===== src/rtl/serial_tx.sv =====
// Byte-wide serial transmitter: start bit, 8 data bits LSB first, stop bit.
// Defining SERIAL_TX_PARITY_EN inserts an even-parity bit between bit 7 and stop.
module serial_tx #(
    parameter int CLKS_PER_BIT = 4
) (
    input  logic       clk,
    input  logic       reset,
    input  logic       load,
    input  logic [7:0] data,
    output logic       ready,
    output logic       busy,
    output logic       done,
    output logic       txd
);

    typedef enum logic [2:0] {
        IDLE,
        START,
        DATA,
`ifdef SERIAL_TX_PARITY_EN
        PARITY,
`endif
        STOP
    } state_t;

    localparam logic [7:0] LAST = 8'(CLKS_PER_BIT - 1);

    state_t     state, state_n;
    logic [7:0] cnt, cnt_n;
    logic [2:0] idx, idx_n;
    logic [7:0] sh, sh_n;
    logic       txd_n;
    logic       done_n;
`ifdef SERIAL_TX_PARITY_EN
    logic       par, par_n;
`endif

    logic last;
    assign last  = (cnt == LAST);
    assign ready = (state == IDLE);
    assign busy  = ~ready;

    always_ff @(posedge clk) begin
        if (reset) begin
            state <= IDLE;
            cnt   <= '0;
            idx   <= '0;
            sh    <= '0;
            txd   <= 1'b1;
            done  <= 1'b0;
`ifdef SERIAL_TX_PARITY_EN
            par   <= 1'b0;
`endif
        end else begin
            state <= state_n;
            cnt   <= cnt_n;
            idx   <= idx_n;
            sh    <= sh_n;
            txd   <= txd_n;
            done  <= done_n;
`ifdef SERIAL_TX_PARITY_EN
            par   <= par_n;
`endif
        end
    end

    // txd is registered, so each branch computes the line level for the
    // state being entered rather than the one being left.
    always_comb begin
        state_n = state;
        cnt_n   = cnt;
        idx_n   = idx;
        sh_n    = sh;
        txd_n   = txd;
        done_n  = 1'b0;
`ifdef SERIAL_TX_PARITY_EN
        par_n   = par;
`endif
        case (state)
            IDLE: begin
                txd_n = 1'b1;
                if (load) begin
                    state_n = START;
                    sh_n    = data;
                    cnt_n   = '0;
                    idx_n   = '0;
                    txd_n   = 1'b0;
`ifdef SERIAL_TX_PARITY_EN
                    par_n   = ^data;
`endif
                end
            end
            START: begin
                if (last) begin
                    state_n = DATA;
                    cnt_n   = '0;
                    txd_n   = sh[0];
                end else begin
                    cnt_n = cnt + 8'd1;
                end
            end
            DATA: begin
                if (last) begin
                    cnt_n = '0;
                    idx_n = idx + 3'd1;
                    if (idx == 3'd7) begin
`ifdef SERIAL_TX_PARITY_EN
                        state_n = PARITY;
                        txd_n   = par;
`else
                        state_n = STOP;
                        txd_n   = 1'b1;
`endif
                    end else begin
                        sh_n  = {1'b0, sh[7:1]};
                        txd_n = sh[1];
                    end
                end else begin
                    cnt_n = cnt + 8'd1;
                end
            end
`ifdef SERIAL_TX_PARITY_EN
            PARITY: begin
                if (last) begin
                    state_n = STOP;
                    cnt_n   = '0;
                    txd_n   = 1'b1;
                end else begin
                    cnt_n = cnt + 8'd1;
                end
            end
`endif
            STOP: begin
                if (last) begin
                    state_n = IDLE;
                    cnt_n   = '0;
                    txd_n   = 1'b1;
                    done_n  = 1'b1;
                end else begin
                    cnt_n = cnt + 8'd1;
                end
            end
            default: begin
                state_n = IDLE;
                cnt_n   = '0;
                idx_n   = '0;
                txd_n   = 1'b1;
            end
        endcase
    end

endmodule


===== config.mk =====
export PLATFORM = sky130hd
export DESIGN_NAME = serial_tx
export DESIGN_NICKNAME = d
export VERILOG_FILES = /design/src/rtl/serial_tx.sv
export SDC_FILE = /design/constraint.sdc
export NUM_CORES = 1
export LEC_CHECK = 0
export BUFFER_PORTS_ARGS = -buffer_cell sky130_fd_sc_hd__buf_2
export CORE_UTILIZATION = 51
export DETAILED_ROUTE_END_ITERATION = 16
export GPL_ROUTABILITY_DRIVEN = 0
export GPL_TIMING_DRIVEN = 0
export PLACE_DENSITY_LB_ADDON = 0.25
export SKIP_CTS_REPAIR_TIMING = 1
export SLEW_MARGIN = 20
export SYNTH_ARGS = -nofsm -noshare
export SYNTH_HDL_FRONTEND = slang
export SYNTH_SLANG_ARGS = --single-unit

===== constraint.sdc =====
create_clock -name clk -period 1.8 [get_ports clk]
set_input_delay 0.36 -clock clk [delete_from_list [all_inputs] [get_ports clk]]
set_output_delay 0.36 -clock clk [all_outputs]
set_load 0.01 [all_outputs]

==> results.tsv <==
metric	value	unit
fin area	1580	sq um
grt ovf	0	
clock-pin slew on the worst setup and hold paths	0.13	ns
Initial Util	0.557	
ANT nets after route	0	
pwr/cell area	1400	nW/um^2
Inserted Clock Buffers	3	
Max clock buf depth	2	
Top FF cell, synth	dfxtp_1	
RSZ-0062 raised after global routing	true	
post-place instance area	1400	sq um
post-synthesis mux area share	0.0704	
highest net fanout along the worst path	6	
Die Height	52.1	microns
Least-Margin Pin Slew	0.564	ns
Die Footprint	2710	sq um
Post-Synthesis Cell Area	1280	sq um
CP endpoint kind	flop	
register area share after synthesis	0.360	
Die X	52.1	microns
Buffers on Ports	13	
Hold Path Stages	2	
I/O pins	15	
leading cell type in the layout, fill and taps excluded	dfxtp_1	
fin nets	190	
Synth async-reset ratio	0	
synth warn	0	
worst min-delay path category	input pin to flop	
XOR/XNOR Fraction of Synth Area	0.0479	
via count	1120	
Hold Vio Cnt, Final	0	
#FFs+latches synth	23	
diode count	0	
outcome	finished, violations left	
Slew headroom	0.624	
syn_nets	163	
CP Class	flop to flop	
Vias/cell	5.69	
Synth cell types	33	
Tcrit/Tclk final	1.03	
vias in the first global route	1047	
initial antenna violation count	0	
failing checks	negative setup slack	
Final min period	1.85	ns
worst setup margin	-0.0540	ns
Layout Skew	0.00697	ns
Startpoint Class	flop	
row cnt	17	
syn_area_per_cell	8.95	sq um
largest family of logic cells by synthesized area	simple AND/OR/NAND/NOR gates	
H-tree levels	1	
Worst Hold End	sh[2]	
Root Driver	clkbuf_4	
Reg2Reg Setup Slack	-0.05	ns
Routed WL	2860	microns
Setup WS pre-CTS	-0.288	ns
Synth Area in Adders	0.0880	
ratio of cells with drive above 1 in the final layout	0.325	
fmax	539	MHz
worst r2r dst	idx[0]	
Avg WL per Cell	14.5	microns
worst vdd ir	1.01	mV
CTS tree	built	
most frequent cells in the layout	19 x dfxtp_1, 15 x buf_2, 14 x o21ai_0, 14 x a21oi_1	
R2R Path Start	state[0]	
post-synthesis simple-gate area fraction	0.225	
first-pass GRT wire length	4600	microns
Critical Path RT	2.04	ns
Tot Pwr	2.21	mW
detailed placement HPWL	2010	microns
hold wc startpoint	reset	
clock sink count	23	
GRT Total Usage	0.231	
EDFF count, synth	0	
Max Cap Viol	0	
largest net degree at the start of global routing	13	
Setup Viol. Count Final	2	
Mapped Cells	143	
Area growth syn-to-layout	23.3	%
drt first pass iters	7	
crit path DAT	2.10	ns
core box area	2300	sq um
Final Max Slew Viols	0	
DRC	0	
Leak	0.601	nW
later-pin clock latency in the skew report	0.30	ns
Synth Area in Compound Gates	0.167	
Iter 0 DRT Violations	22	
worst r2r path cells	6	
-- cells in the mapped netlist (2+ instances only) --
master,number,share of area
a21oi_1,16,0.063
clkbuf_1,5,0.015
dfxtp_1,23,0.36
ha_1,9,0.088
inv_1,5,0.015
mux2i_1,9,0.070
nand2_1,6,0.018
nand2b_1,3,0.015
nand3_1,3,0.012
nand3b_1,2,0.012
nand4_1,2,0.0098
nor2_1,9,0.026
nor2b_1,3,0.015
nor3_1,2,0.0078
o21ai_0,14,0.055
or3_1,9,0.044
or3_2,2,0.012
xnor2_1,4,0.027
xor2_1,3,0.021
-- kinds of logic (layout without fill, tap and decap cells) --
group	after synthesis	count (layout)
AOI/OAI and AO/OA	36	36
xor gates and xnor gates	7	7
adders and majority gates	9	9
buffers and inverters	12	38
DFF	23	23
muxes	9	9
and+or+nand+nor	47	47
-- layout make-up --
type	count	area (sq um)
inverter	5	23.8
clock buffer	4	26.3
sequential	23	473
buffer	7	45.0
fill	181	719
tap	28	35.0
timing repair buffer	22	134
multi-input combinational	108	841
-- registers in the layout (all words and copies together), names as in the netlist --
name	count
sh	8
done	1
txd	1
cnt	8
state	2
idx	3
-- worst max path at each step --
stage	start	to	slack (ns)	depth (start not counted)
detailed placement	cnt[0]	sh[6]	-0.29	6
CTS	cnt[0]	sh[6]	-0.31	6
floorplan	state[0]	idx[0]	-0.04	6
global route	state[0]	idx[0]	-0.11	6
global placement	cnt[0]	sh[0]	-0.20	6
finish	state[0]	idx[0]	-0.05	6
-- worst max-delay path, stage by stage (launching register included) --
cell and delay, ns:
dfxtp_4 0.40, inv_4 0.05, ha_4 0.17, nor2b_4 0.14
or3_4 0.41, or4b_4 0.49, a21oi_2 0.12
-- routing by layer --
metal	track usage	part of all wire	vias up
li1	-	-	561
met1	0.295	0.48	542
met4	0.0991	0.0066	0
met5	0	0	-
met3	0.0263	0.028	2
met2	0.389	0.49	15
-- stage by stage --
stage	hold slack, ns	std cells	setup TNS (ns)	util
floorplan	0.449	143	-0.0397	-
global placement	0.455	184	-2.02	0.608
detailed placement	0.471	184	-3.81	0.608
CTS	0.408	188	-4.23	0.619
global route	0.451	197	-0.191	0.687
finish	0.437	197	-0.0542	0.687
-- report_power, final --
group          total, mW  switching (mW)  internal (mW)
Clock              0.234           0.148         0.0862
Sequential         0.741          0.0963          0.644
Combinational       1.24           0.629          0.611
(Power assumes the default switching activity.)
